File: src/rtl/id_ex_issue_stage_if.sv
// id_ex_issue_stage_if: fetch-side handshake, operand inputs and ID/EX outputs of the issue stage
interface id_ex_issue_stage_if #(parameter int STALL_CNT_W = 16);
    logic [31:0]            instr_in;
    logic                   instr_valid;
    logic                   in_ready;
    logic [31:0]            rs_data;
    logic [31:0]            rt_data;
    logic                   flush;
    logic                   ex_ready;
    logic                   ex_valid;
    logic [5:0]             ex_funct;
    logic [4:0]             ex_sa;
    logic [31:0]            ex_data1;
    logic [31:0]            ex_data2;
    logic                   ex_aluop1;
    logic                   ex_aluop2;
    logic                   ex_reg_write;
    logic                   ex_mem_read;
    logic                   ex_mem_write;
    logic                   ex_mem_to_reg;
    logic [4:0]             ex_dest;
    logic [4:0]             ex_rt;
    logic                   id_stall;
    logic                   illegal_op;
    logic [STALL_CNT_W-1:0] stall_count;

    modport slave (
        input  instr_in, instr_valid, rs_data, rt_data, flush, ex_ready,
        output in_ready, ex_valid, ex_funct, ex_sa, ex_data1, ex_data2, ex_aluop1, ex_aluop2,
               ex_reg_write, ex_mem_read, ex_mem_write, ex_mem_to_reg, ex_dest, ex_rt,
               id_stall, illegal_op, stall_count
    );
    modport master (
        output instr_in, instr_valid, rs_data, rt_data, flush, ex_ready,
        input  in_ready, ex_valid, ex_funct, ex_sa, ex_data1, ex_data2, ex_aluop1, ex_aluop2,
               ex_reg_write, ex_mem_read, ex_mem_write, ex_mem_to_reg, ex_dest, ex_rt,
               id_stall, illegal_op, stall_count
    );
endinterface

File: src/rtl/id_ex_issue_stage.sv
// id_ex_issue_stage: MIPS decode/issue into a registered ID/EX boundary with load-use bubbles
module id_ex_issue_stage #(parameter int STALL_CNT_W = 16) (
    input logic clk,
    input logic reset,
    id_ex_issue_stage_if.slave bus
);
    typedef enum logic {RUN, LU_STALL} state_t;
    typedef struct packed {
        logic        valid;
        logic [5:0]  funct;
        logic [4:0]  sa;
        logic [31:0] d1;
        logic [31:0] d2;
        logic [1:0]  aluop;
        logic        rw;
        logic        mr;
        logic        mw;
        logic        m2r;
        logic [4:0]  dest;
        logic [4:0]  rt;
    } idex_t;

    state_t                 state_q, state_d;
    idex_t                  ex_q, ex_d, iss;
    logic                   ill_q, ill_d;
    logic [STALL_CNT_W-1:0] cnt_q, cnt_d;
    logic [31:0]            ins;
    logic [5:0]             op;
    logic                   is_r, is_lw, is_sw, is_beq, is_addi, legal, alu_src, haz, adv;
    logic                   in_ready, id_stall;

    assign ins     = bus.instr_in;
    assign op      = ins[31:26];
    assign is_r    = op == 6'h00;
    assign is_lw   = op == 6'h23;
    assign is_sw   = op == 6'h2B;
    assign is_beq  = op == 6'h04;
    assign is_addi = op == 6'h08;
    assign legal   = is_r | is_lw | is_sw | is_beq | is_addi;
    assign alu_src = is_lw | is_sw | is_addi;
    assign adv     = ~ex_q.valid | bus.ex_ready;
    // LU_STALL suppresses the compare: the bubble already pushed the load out of EX
    assign haz = state_q == RUN & ex_q.valid & ex_q.mr & ex_q.rt != 5'd0 &
                 (ex_q.rt == ins[25:21] | (ex_q.rt == ins[20:16] & (is_r | is_sw | is_beq)));

    always_comb begin
        iss.valid = legal;
        iss.funct = ins[5:0];
        iss.sa    = ins[10:6];
        iss.d1    = bus.rs_data;
        iss.d2    = alu_src ? {{16{ins[15]}}, ins[15:0]} : bus.rt_data;
        iss.aluop = is_r ? 2'b10 : is_beq ? 2'b01 : 2'b00;
        iss.rw    = is_r | is_lw | is_addi;
        iss.mr    = is_lw;
        iss.mw    = is_sw;
        iss.m2r   = is_lw;
        iss.dest  = is_r ? ins[15:11] : ins[20:16];
        iss.rt    = ins[20:16];
    end

    always_comb begin
        state_d  = state_q;
        ex_d     = ex_q;
        ill_d    = 1'b0;
        cnt_d    = cnt_q;
        in_ready = 1'b0;
        id_stall = 1'b0;
        if (bus.flush) begin
            ex_d.valid = 1'b0;
            state_d    = RUN;
            in_ready   = bus.instr_valid;
        end else if (!adv) begin
            state_d = state_q;
        end else if (bus.instr_valid && haz) begin
            ex_d.valid = 1'b0;
            id_stall   = 1'b1;
            state_d    = LU_STALL;
            cnt_d      = cnt_q + {{(STALL_CNT_W-1){1'b0}}, ~&cnt_q};
        end else if (bus.instr_valid) begin
            ex_d     = iss;
            in_ready = 1'b1;
            ill_d    = ~legal;
            state_d  = RUN;
        end else begin
            ex_d.valid = 1'b0;
            state_d    = RUN;
        end
    end

    always_ff @(posedge clk) begin
        if (reset) begin
            state_q <= RUN;
            ex_q    <= '0;
            ill_q   <= 1'b0;
            cnt_q   <= '0;
        end else begin
            state_q <= state_d;
            ex_q    <= ex_d;
            ill_q   <= ill_d;
            cnt_q   <= cnt_d;
        end
    end

    assign bus.in_ready      = in_ready;
    assign bus.id_stall      = id_stall;
    assign bus.ex_valid      = ex_q.valid;
    assign bus.ex_funct      = ex_q.funct;
    assign bus.ex_sa         = ex_q.sa;
    assign bus.ex_data1      = ex_q.d1;
    assign bus.ex_data2      = ex_q.d2;
    assign bus.ex_aluop1     = ex_q.aluop[1];
    assign bus.ex_aluop2     = ex_q.aluop[0];
    assign bus.ex_reg_write  = ex_q.rw;
    assign bus.ex_mem_read   = ex_q.mr;
    assign bus.ex_mem_write  = ex_q.mw;
    assign bus.ex_mem_to_reg = ex_q.m2r;
    assign bus.ex_dest       = ex_q.dest;
    assign bus.ex_rt         = ex_q.rt;
    assign bus.illegal_op    = ill_q;
    assign bus.stall_count   = cnt_q;
endmodule
File: src/flat_wrapper.sv
// flat-port wrapper written by rule: the top's interface ports become plain ports
module id_ex_issue_stage_flat 
#(parameter int STALL_CNT_W = 16)
  (clk, reset, bus_instr_in, bus_instr_valid, bus_rs_data, bus_rt_data, bus_flush, bus_ex_ready, bus_in_ready, bus_ex_valid, bus_ex_funct, bus_ex_sa, bus_ex_data1, bus_ex_data2, bus_ex_aluop1, bus_ex_aluop2, bus_ex_reg_write, bus_ex_mem_read, bus_ex_mem_write, bus_ex_mem_to_reg, bus_ex_dest, bus_ex_rt, bus_id_stall, bus_illegal_op, bus_stall_count);
  id_ex_issue_stage_if #(.STALL_CNT_W(STALL_CNT_W)) bus_i ();
  input logic clk;
  input logic reset;
  input wire logic [$bits(bus_i.instr_in)-1:0] bus_instr_in;
  input wire logic [$bits(bus_i.instr_valid)-1:0] bus_instr_valid;
  input wire logic [$bits(bus_i.rs_data)-1:0] bus_rs_data;
  input wire logic [$bits(bus_i.rt_data)-1:0] bus_rt_data;
  input wire logic [$bits(bus_i.flush)-1:0] bus_flush;
  input wire logic [$bits(bus_i.ex_ready)-1:0] bus_ex_ready;
  output wire logic [$bits(bus_i.in_ready)-1:0] bus_in_ready;
  output wire logic [$bits(bus_i.ex_valid)-1:0] bus_ex_valid;
  output wire logic [$bits(bus_i.ex_funct)-1:0] bus_ex_funct;
  output wire logic [$bits(bus_i.ex_sa)-1:0] bus_ex_sa;
  output wire logic [$bits(bus_i.ex_data1)-1:0] bus_ex_data1;
  output wire logic [$bits(bus_i.ex_data2)-1:0] bus_ex_data2;
  output wire logic [$bits(bus_i.ex_aluop1)-1:0] bus_ex_aluop1;
  output wire logic [$bits(bus_i.ex_aluop2)-1:0] bus_ex_aluop2;
  output wire logic [$bits(bus_i.ex_reg_write)-1:0] bus_ex_reg_write;
  output wire logic [$bits(bus_i.ex_mem_read)-1:0] bus_ex_mem_read;
  output wire logic [$bits(bus_i.ex_mem_write)-1:0] bus_ex_mem_write;
  output wire logic [$bits(bus_i.ex_mem_to_reg)-1:0] bus_ex_mem_to_reg;
  output wire logic [$bits(bus_i.ex_dest)-1:0] bus_ex_dest;
  output wire logic [$bits(bus_i.ex_rt)-1:0] bus_ex_rt;
  output wire logic [$bits(bus_i.id_stall)-1:0] bus_id_stall;
  output wire logic [$bits(bus_i.illegal_op)-1:0] bus_illegal_op;
  output wire logic [$bits(bus_i.stall_count)-1:0] bus_stall_count;
  assign bus_i.instr_in = bus_instr_in;
  assign bus_i.instr_valid = bus_instr_valid;
  assign bus_i.rs_data = bus_rs_data;
  assign bus_i.rt_data = bus_rt_data;
  assign bus_i.flush = bus_flush;
  assign bus_i.ex_ready = bus_ex_ready;
  assign bus_in_ready = bus_i.in_ready;
  assign bus_ex_valid = bus_i.ex_valid;
  assign bus_ex_funct = bus_i.ex_funct;
  assign bus_ex_sa = bus_i.ex_sa;
  assign bus_ex_data1 = bus_i.ex_data1;
  assign bus_ex_data2 = bus_i.ex_data2;
  assign bus_ex_aluop1 = bus_i.ex_aluop1;
  assign bus_ex_aluop2 = bus_i.ex_aluop2;
  assign bus_ex_reg_write = bus_i.ex_reg_write;
  assign bus_ex_mem_read = bus_i.ex_mem_read;
  assign bus_ex_mem_write = bus_i.ex_mem_write;
  assign bus_ex_mem_to_reg = bus_i.ex_mem_to_reg;
  assign bus_ex_dest = bus_i.ex_dest;
  assign bus_ex_rt = bus_i.ex_rt;
  assign bus_id_stall = bus_i.id_stall;
  assign bus_illegal_op = bus_i.illegal_op;
  assign bus_stall_count = bus_i.stall_count;
  id_ex_issue_stage #(.STALL_CNT_W(STALL_CNT_W)) u_core (.clk(clk), .reset(reset), .bus(bus_i));
endmodule
File: config.mk
export PLATFORM = sky130hd
export DESIGN_NAME = id_ex_issue_stage_flat
export DESIGN_NICKNAME = d
export VERILOG_FILES = /design/src/rtl/id_ex_issue_stage_if.sv /design/src/rtl/id_ex_issue_stage.sv /design/src/flat_wrapper.sv
export SDC_FILE = /design/constraint.sdc
export NUM_CORES = 1
export LEC_CHECK = 0
export ABC_CLOCK_PERIOD_IN_PS = 7400
export CAP_MARGIN = 20
export CORE_MARGIN = 4
export CORE_UTILIZATION = 35
export DETAILED_ROUTE_END_ITERATION = 7
export PLACE_DENSITY_LB_ADDON = 0.05
export SYNTH_ARGS = -nofsm -noshare
export SYNTH_HDL_FRONTEND = slang
export SYNTH_SLANG_ARGS = --single-unit
File: constraint.sdc
create_clock -name clk -period 7.4 [get_ports clk]
set_input_delay 1.48 -clock clk [delete_from_list [all_inputs] [get_ports clk]]
set_output_delay 1.48 -clock clk [all_outputs]
set_load 0.02 [all_outputs]
**Word-level counts from Yosys, hierarchy flattened**

Index checks and enable logic that the tools add are counted.

- Register bits: 109
- Output and inout port bits: 111
- Word-level logic and storage cells: 66

- $add $sub $neg: 1
- Equal/unequal tests: 6
- Mux-type cells: 13
- Bitwise gates (word level): 23
- Reduce and logical (&&, ||, !) cells: 9

Operator list:

| kind | number |
|---|---|
| 2-to-1 mux 32 bit | 1 |
| adder 16 x 1 -> 16 bit | 1 |
| AND reduction 16 bit | 1 |
| == test 6 bit, second input constant | 2 |
| OR 1 bit | 11 |
| == test 5 bit | 2 |
| 2-to-1 mux 1 bit | 10 |
| inverter 1 bit | 7 |
| == test 6 x 3 -> 1 bit, second input constant | 1 |
| == test 6 x 4 -> 1 bit, second input constant | 1 |
| zero test 6 bit | 1 |
| AND 1 bit | 5 |
| 2-to-1 mux 5 bit | 1 |
| nonzero test 5 bit | 1 |
| OR reduction 5 bit | 1 |
| AND reduction 4 bit | 1 |
| AND reduction 3 bit | 1 |
| 2-to-1 mux 2 bit | 1 |
| OR reduction 2 bit | 1 |
| logical AND 1 bit | 1 |
| zero test 1 bit | 1 |

**Longest topological paths before layout**

Gate-level depths: netlist of the first run.

- Depth in word-level cells: 10
- Mapped depth: 11

**Worst setup path after synthesis of the first run**

Ideal clock, no wire load.

- Path kind: input-to-output
- Start point: input bus_instr_in[27]
- End point: output bus_in_ready
- Data arrival time: 3.002 ns
- Required time: 5.920 ns
- Slack: 2.918 ns
- Stages on the path: 6
- Path buffers: 0
- Cell sequence: or4_4 -> o31a_1 -> or4_1 -> and2_1 -> a21oi_1 -> nor2b_1

- Word-level cells in the longest chain between the ends: 10
- Elaborated cells between the ends (all ways): 12
- Those cells by class: eq/ne (2); mux (3); bitwise (5); reduce/logical (2)

Ends and longest elaborated chain:

| item | line | text |
|---|---|---|
| from (decl) | flat_wrapper.sv:8 | `input wire logic [$bits(bus_i.instr_in)-1:0] bus_instr_in;` |
| == test 6 bit or zero test 6 bit (tied branches) | id_ex_issue_stage.sv:36, id_ex_issue_stage.sv:34 |  |
| OR 1 bit | id_ex_issue_stage.sv:44 | `(ex_q.rt == ins[25:21] \| (ex_q.rt == ins[20:16] & (is_r \| is_sw \| is_beq)));` |
| OR 1 bit (*) | id_ex_issue_stage.sv:44 |  |
| AND 1 bit (*) | id_ex_issue_stage.sv:44 |  |
| OR 1 bit (*) | id_ex_issue_stage.sv:44 |  |
| AND 1 bit (*) | id_ex_issue_stage.sv:43 | `assign haz = state_q == RUN & ex_q.valid & ex_q.mr & ex_q.rt != 5'd0 &` |
| logical AND 1 bit (*) | id_ex_issue_stage.sv:74 | `end else if (bus.instr_valid && haz) begin` |
| 2-to-1 mux 1 bit (*) | id_ex_issue_stage.sv:74 |  |
| 2-to-1 mux 1 bit (*) | id_ex_issue_stage.sv:72 | `end else if (!adv) begin` |
| 2-to-1 mux 1 bit (*) | id_ex_issue_stage.sv:68 | `if (bus.flush) begin` |
| to (decl) | flat_wrapper.sv:14 | `output wire logic [$bits(bus_i.in_ready)-1:0] bus_in_ready;` |

Every way passes the cells marked *; elsewhere a longest branch is shown, timed or not.

**Worst setup path in the final report of the first run**

- Start point: input bus_instr_in[29]
- End point: output bus_in_ready

Same word-level chain as after synthesis.

==> qor.txt, run 1 <==
post-synthesis mux area share -> 6.42%
Comb power frac -> 17.6%
share of the synthesized area in the top cell type -> 47.8%
RR Startpoint -> u_core.bus.ex_rt[1]$_SDFFE_PP0P_
Critical Path AT -> 4160 ps
ys async rst share -> 0%
hold violation count in the final report -> 0
vias in the first global route -> 4237
Port Buffers -> 211
clk_skew -> 5.32 ps
die area -> 14900 um2
CP startpoint -> bus_instr_in[29]
endpoint class of the critical path -> primary output
Resize count post-CTS -> 0
chip width -> 122 um
Synth Flop Type -> dfxtp_1
status -> complete, no violations
clock group share of total power -> 34.4%
Crit Path Max Fanout -> 4
core area -> 12700 um2
Hold Path Class -> flip-flop to flip-flop
WS Path Type -> input port to primary output
fin crit share -> 76.3%
Slew headroom -> 48.8%
Critical Path RT -> 5920 ps
most frequent CP cell -> clkdlybuf4s50_1
syn_nets -> 652
detailed-route via count -> 4462
WL per Instance -> 15.6 um
Pint -> 975 uW
Nets -> 841
global placer's final weighted congestion -> 0.781
ratio of cells with drive above 1 in the final layout -> 4.72%
Clk Latency, worst-skew pair -> 350 ps
post-synthesis cell type count -> 38
combinational family with the most area after synthesis -> simple AND/OR/NAND/NOR gates
share of power burned in registers -> 48.0%
Setup Buffers After CTS -> 0
FF-to-FF End -> u_core.bus.ex_aluop1$_SDFFE_PP0P_
first-pass GRT wire length -> 22.3 mm
TritonRoute pass-1 iters -> 6
cells along the critical path -> clkdlybuf4s50_1 -> or4_4 -> o31a_1 -> or4_1 -> and2_1 -> a21oi_1 -> nor2b_1 -> clkdlybuf4s50_1
Startpoint Class -> input port
Period minus WS final -> 5640 ps
final WL -> 14.3 mm
Die H -> 122 um
Setup-failing EPs final -> 0
switching power -> 330 uW
DP Wirelength -> 10.1 mm
Slew Viols, Final -> 0
H-tree depth -> 3
CTS tree -> built
GRT Total Usage -> 19.1%
Tightest Pin Transition -> 764 ps
worst setup path end -> bus_in_ready
DRC violations left -> 0
remaining global-route overflow -> 0
starting DRC count in detailed routing -> 237
P per Cell Area -> 183 nW/um2
Sink Count -> 109
initial antenna violation count -> 0
Max Clock Freq -> 177 MHz
XOR/XNOR share of the synthesized area -> 2.30%
clk buf depth -> 2
critical path depth -> 8
number of routed nets with antenna violations -> 0
io pins -> 212
number of synthesized flops with an enable pin -> 0
Post-Synth Simple-Gate Area -> 24.0%
Ant. Diodes -> 0
register area share after synthesis -> 47.8%
Avg Synthesized Cell Area -> 8.31 um2
Sw Ratio -> 25.3%
Pleak -> 2.60 nW
FF+latch count, synth -> 109
slowest CP cell -> or4_4
Post-Synth Adder-Cell Area -> 0.549%
num rows -> 41
MaxCap Viol Count -> 0
Worst path top cell family by delay -> simple AND/OR/NAND/NOR gates
Worst Path Buf+Inv -> 2
final hold slack -> 451 ps
Ys Warns -> 0
cell taking the most area after synthesis -> dfxtp_1
clk root buf -> clkbuf_16
RSZ-0062 raised after global routing -> false
Worst path max stage delay -> 560 ps
CTS Buf Count -> 9
FF-to-FF setup slack -> 4400 ps
synthesis-to-layout area growth -> 56.2%
Pwr Total -> 1.31 mW
Cell Area, Synth -> 4560 um2
Starting Density -> 36.0%
routed vias/inst -> 4.89
CTS Hold Bufs -> 0
Area contributors post-synth -> dfxtp_1 48%, nand2_1 8.8%, a21oi_1 6.8%
setup TNS -> 0 ps
worst reg2reg path depth -> 7
Synth Area in Compound Gates -> 15.2%
cells after synthesis -> 549
VDD IR-drop max -> 0.0989 mV
largest net degree at the start of global routing -> 110
Worst-path clk slew -> 70 ps
## placed cells by master (no fill, tap or decap), drive strengths merged
master	count
a211oi	37
a21oi	62
a31oi	1
and2	5
and3	5
and3b	1
and4	1
buf	7
clkbuf	12
clkdlybuf4s50	210
clkinv	2
dfxtp	109
ha	2
inv	3
mux2	7
mux2i	21
nand2	107
nand2b	3
nand3	9
nand4	8
nor2	56
nor2b	10
nor3	21
nor4	1
o2111ai	1
o211ai	1
o21ai	9
o31a	1
o32ai	1
or2	2
or3	9
or3b	1
or4	4
xnor2	11
xor2	1
## Yosys cell counts (2+ instances only)
cell / n
a211oi_1: 37
a21oi_1: 62
and2_1: 5
and3_1: 5
buf_2: 6
clkbuf_1: 31
dfxtp_1: 109
ha_1: 2
inv_1: 3
mux2_2: 6
mux2i_1: 21
nand2_1: 107
nand2b_1: 3
nand3_1: 9
nand4_1: 8
nor2_1: 56
nor2b_1: 10
nor3_1: 21
o21ai_0: 8
or2_2: 2
or3_1: 9
or4_1: 2
or4_4: 2
xnor2_1: 11
## final cells by class
class | count | area [um2]
clock buffer | 12 | 256
timing repair buffer | 217 | 2220
clock inverter | 2 | 10.0
sequential | 109 | 2180
inverter | 3 | 11.3
multi-input combinational | 398 | 2230
fill | 1217 | 5550
tap | 172 | 215
## how the worst min path moves through the flow
stage	cells after the start	endpoint	slack (ps)	from
2_1_floorplan	2	u_core.state_q$_SDFFE_PP0N_	490	u_core.state_q$_SDFFE_PP0N_
3_3_place_gp	2	u_core.bus.ex_reg_write$_SDFFE_PP0P_	440	u_core.bus.ex_reg_write$_SDFFE_PP0P_
3_5_place_dp	2	u_core.bus.ex_data1[6]$_SDFFE_PP0P_	450	u_core.bus.ex_data1[6]$_SDFFE_PP0P_
4_1_cts	2	u_core.bus.ex_data1[6]$_SDFFE_PP0P_	460	u_core.bus.ex_data1[6]$_SDFFE_PP0P_
5_1_grt	2	u_core.bus.ex_data1[6]$_SDFFE_PP0P_	480	u_core.bus.ex_data1[6]$_SDFFE_PP0P_
6_report	2	u_core.bus.ex_reg_write$_SDFFE_PP0P_	450	u_core.bus.ex_reg_write$_SDFFE_PP0P_
## worst min-delay path: stages, from the launching register on
cell,delay [ps]
dfxtp_1,310
nand2_1,50
a21oi_1,50
## kinds of logic after synthesis
family                     Yosys count
adders and majority gates            2
buffers and inverters               42
DFF                                109
xor gates and xnor gates            12
AOI/OAI and AO/OA                  113
muxes                               28
and+or+nand+nor                    243
## metrics by stage
step                      util [%]  cell area, um2  setup slack, ps  cells
final                         56.2            7120             1760    913
after global routing          56.2            7120             1680    913
after CTS                     55.8            7070             1770    911
after detailed placement      53.7            6800             1780    897
after global placement        53.4            6760             1810    895
after floorplan                  -            4560             2920    549
## metal layers
layer | track usage (%) | share of wire (%)
met1 | 23.5 | 43
met2 | 30.1 | 46
met3 | 8.08 | 10
met4 | 6.51 | 1.4
met5 | 0 | 0
## power by group through the flow
stage	sequential, mW	clock (mW)	combinational, mW
global placement	0.639	0	0.224
CTS	0.627	0.467	0.230
detailed placement	0.640	0	0.229
floorplan	0.671	0	0.0687
finish	0.627	0.449	0.230
global route	0.630	0.493	0.248
No activity file was read; power rests on OpenSTA's default activity.
==> run 2: changes to the inputs <==
--- a/config.mk
+++ b/config.mk
@@ -5,7 +5,7 @@
 export SDC_FILE = /design/constraint.sdc
 export NUM_CORES = 1
 export LEC_CHECK = 0
-export ABC_CLOCK_PERIOD_IN_PS = 7400
+export ABC_CLOCK_PERIOD_IN_PS = 4810
 export CAP_MARGIN = 20
 export CORE_MARGIN = 4
 export CORE_UTILIZATION = 35
==> constraint.sdc (replaced) <==
create_clock -name clk -period 4.81 [get_ports clk]
set_input_delay 0.962 -clock clk [delete_from_list [all_inputs] [get_ports clk]]
set_output_delay 0.962 -clock clk [all_outputs]
set_load 0.02 [all_outputs]
==> run 2 against run 1 <==
- largest power group unchanged
- clock power is 81% higher
- global-route usage down 0.44 points
- first-iteration DRC count up 11%
- combinational power up 52%
- clock skew grew 1.8 ps
- highest routed layer unchanged
- via count grew 1.7%
- power grew 63%
==> qor.txt, run 2 (synthesized netlist as in run 1, its figures left out) <==
status -> complete, no violations
DP Area -> 6800 um2
Critical Path RT -> 3850 ps
H-tree depth -> 3
met2 Use GR -> 29.8%
P per Cell Area -> 297 nW/um2
Resize count post-CTS -> 0
global placer's final weighted congestion -> 0.807
detailed-route via count -> 4537
most frequent cells in the layout -> 210 x clkdlybuf4s50_1, 109 x dfxtp_1, 107 x nand2_1, 62 x a21oi_1, 56 x nor2_1
clk_skew -> 7.13 ps
MaxCap Viol Count -> 0
first-pass GRT wire length -> 21.9 mm
die area -> 14900 um2
Setup Buffers After CTS -> 0
DRC violations left -> 0
DP Wirelength -> 9.94 mm
Startpoint Class -> input port
Slew headroom -> 48.2%
chip width -> 122 um
TritonRoute pass-1 iters -> 6
Starting Density -> 36.0%
GRT Total Usage -> 18.6%
CTS tree -> built
RSZ-0062 raised after global routing -> false
io pins -> 212
starting DRC count in detailed routing -> 263
final WL -> 14.1 mm
number of routed nets with antenna violations -> 0
Slew Viols, Final -> 0
setup ws final -> 198 ps
Port Buffers -> 211
Most Used Layer, Global Route -> met2
Nets -> 841
Sequential Area -> 2180 um2
Pleak -> 2.62 nW
CTS Hold Bufs -> 0
setup TNS -> 0 ps
slowest CP cell -> or4_4
endpoint class of the critical path -> primary output
Die H -> 122 um
Tightest Pin Transition -> 773 ps
CTS Buf Count -> 9
GR Util met1 -> 22.5%
core area -> 12700 um2
Period minus WS final -> 4610 ps
Crit Path Max Fanout -> 4
Worst-path clk slew -> 70 ps
Setup-failing EPs final -> 0
remaining global-route overflow -> 0
WL per Instance -> 15.4 um
clk root buf -> clkbuf_16
Filler cells -> 1198
fin crit share -> 95.9%
initial antenna violation count -> 0
commonest non-fill, non-tap cell in the layout -> clkdlybuf4s50_1
Ant. Diodes -> 0
Worst path max stage delay -> 560 ps
largest net degree at the start of global routing -> 110
WS Path Type -> input port to primary output
num rows -> 41
multi-input logic area -> 2230 um2
vias in the first global route -> 4252
synthesis-to-layout area growth -> 56.8%
Critical Path AT -> 3650 ps
VDD IR-drop max -> 0.258 mV
ratio of cells with drive above 1 in the final layout -> 4.98%
Design Area, Final -> 7150 um2
clk buf depth -> 2
Clk Latency, worst-skew pair -> 350 ps
most frequent CP cell -> clkdlybuf4s50_1
cells along the critical path -> clkdlybuf4s50_1 -> or4_4 -> o31a_1 -> or4_1 -> and2_1 -> a21oi_1 -> nor2b_1 -> clkdlybuf4s50_1
Hold Path Class -> flip-flop to flip-flop
routed vias/inst -> 4.96
Max Clock Freq -> 217 MHz
Setup WS pre-CTS -> 223 ps
global-route met3 utilization -> 9.56%
hold violation count in the final report -> 0
Sink Count -> 109
-- run 2: cell types whose count changed in the layout (fill, tap and decap cells not counted) --
cell	change
buf_6	-1
buf_12	+1
buf_4	+2
buf_16	-2
bufinv_16	+2
-- run 2: critical path, delay by kind of cell --
family	cells	cell delay, ps
AND/OR/NAND/NOR	4	1370
buffers and inverters	2	1020
AO/OA/AOI/OAI	2	300
-- run 2: where the power goes --
part	leakage (nW)	switching [mW]	internal, mW	total, mW
Clock	0.163	0.328	0.483	0.811
Combinational	1.57	0.167	0.183	0.350
Sequential	0.891	0.0220	0.942	0.964
-- run 2: cell type report --
cell class	count	share of cell area [%]
multi-input combinational	398	31.2
timing repair buffer	217	30.6
clock inverter	4	0.980
clock buffer	12	3.59
sequential	109	30.5
tap	172	3.01
inverter	3	0.157
-- run 2: final timing paths --
check / end / slack, ps / cells after the start / startpoint
max: bus_in_ready / 200 / 8 / bus_instr_in[29]
min: u_core.bus.ex_data1[18]$_SDFFE_PP0P_ / 460 / 2 / u_core.bus.ex_data1[18]$_SDFFE_PP0P_
max reg2reg: u_core.bus.ex_data2[30]$_SDFFE_PP0P_ / 1930 / 7 / u_core.bus.ex_rt[1]$_SDFFE_PP0P_
min reg2reg: u_core.bus.ex_data1[18]$_SDFFE_PP0P_ / 460 / 2 / u_core.bus.ex_data1[18]$_SDFFE_PP0P_
-- run 2: routing by layer --
metal,vias to the layer above,part of all wire (%)
li1,2279,-
met1,2086,41
met2,159,46
met3,13,12
met4,0,0.95
met5,-,0
-- run 2: through the flow --
step,cells,power [mW],hold WS (ps),util (%)
after floorplan,549,1.14,486,-
after global placement,898,1.33,439,53.7
after detailed placement,898,1.34,445,53.7
after CTS,914,2.16,456,56.2
after global routing,915,2.22,476,56.5
final,915,2.13,456,56.5
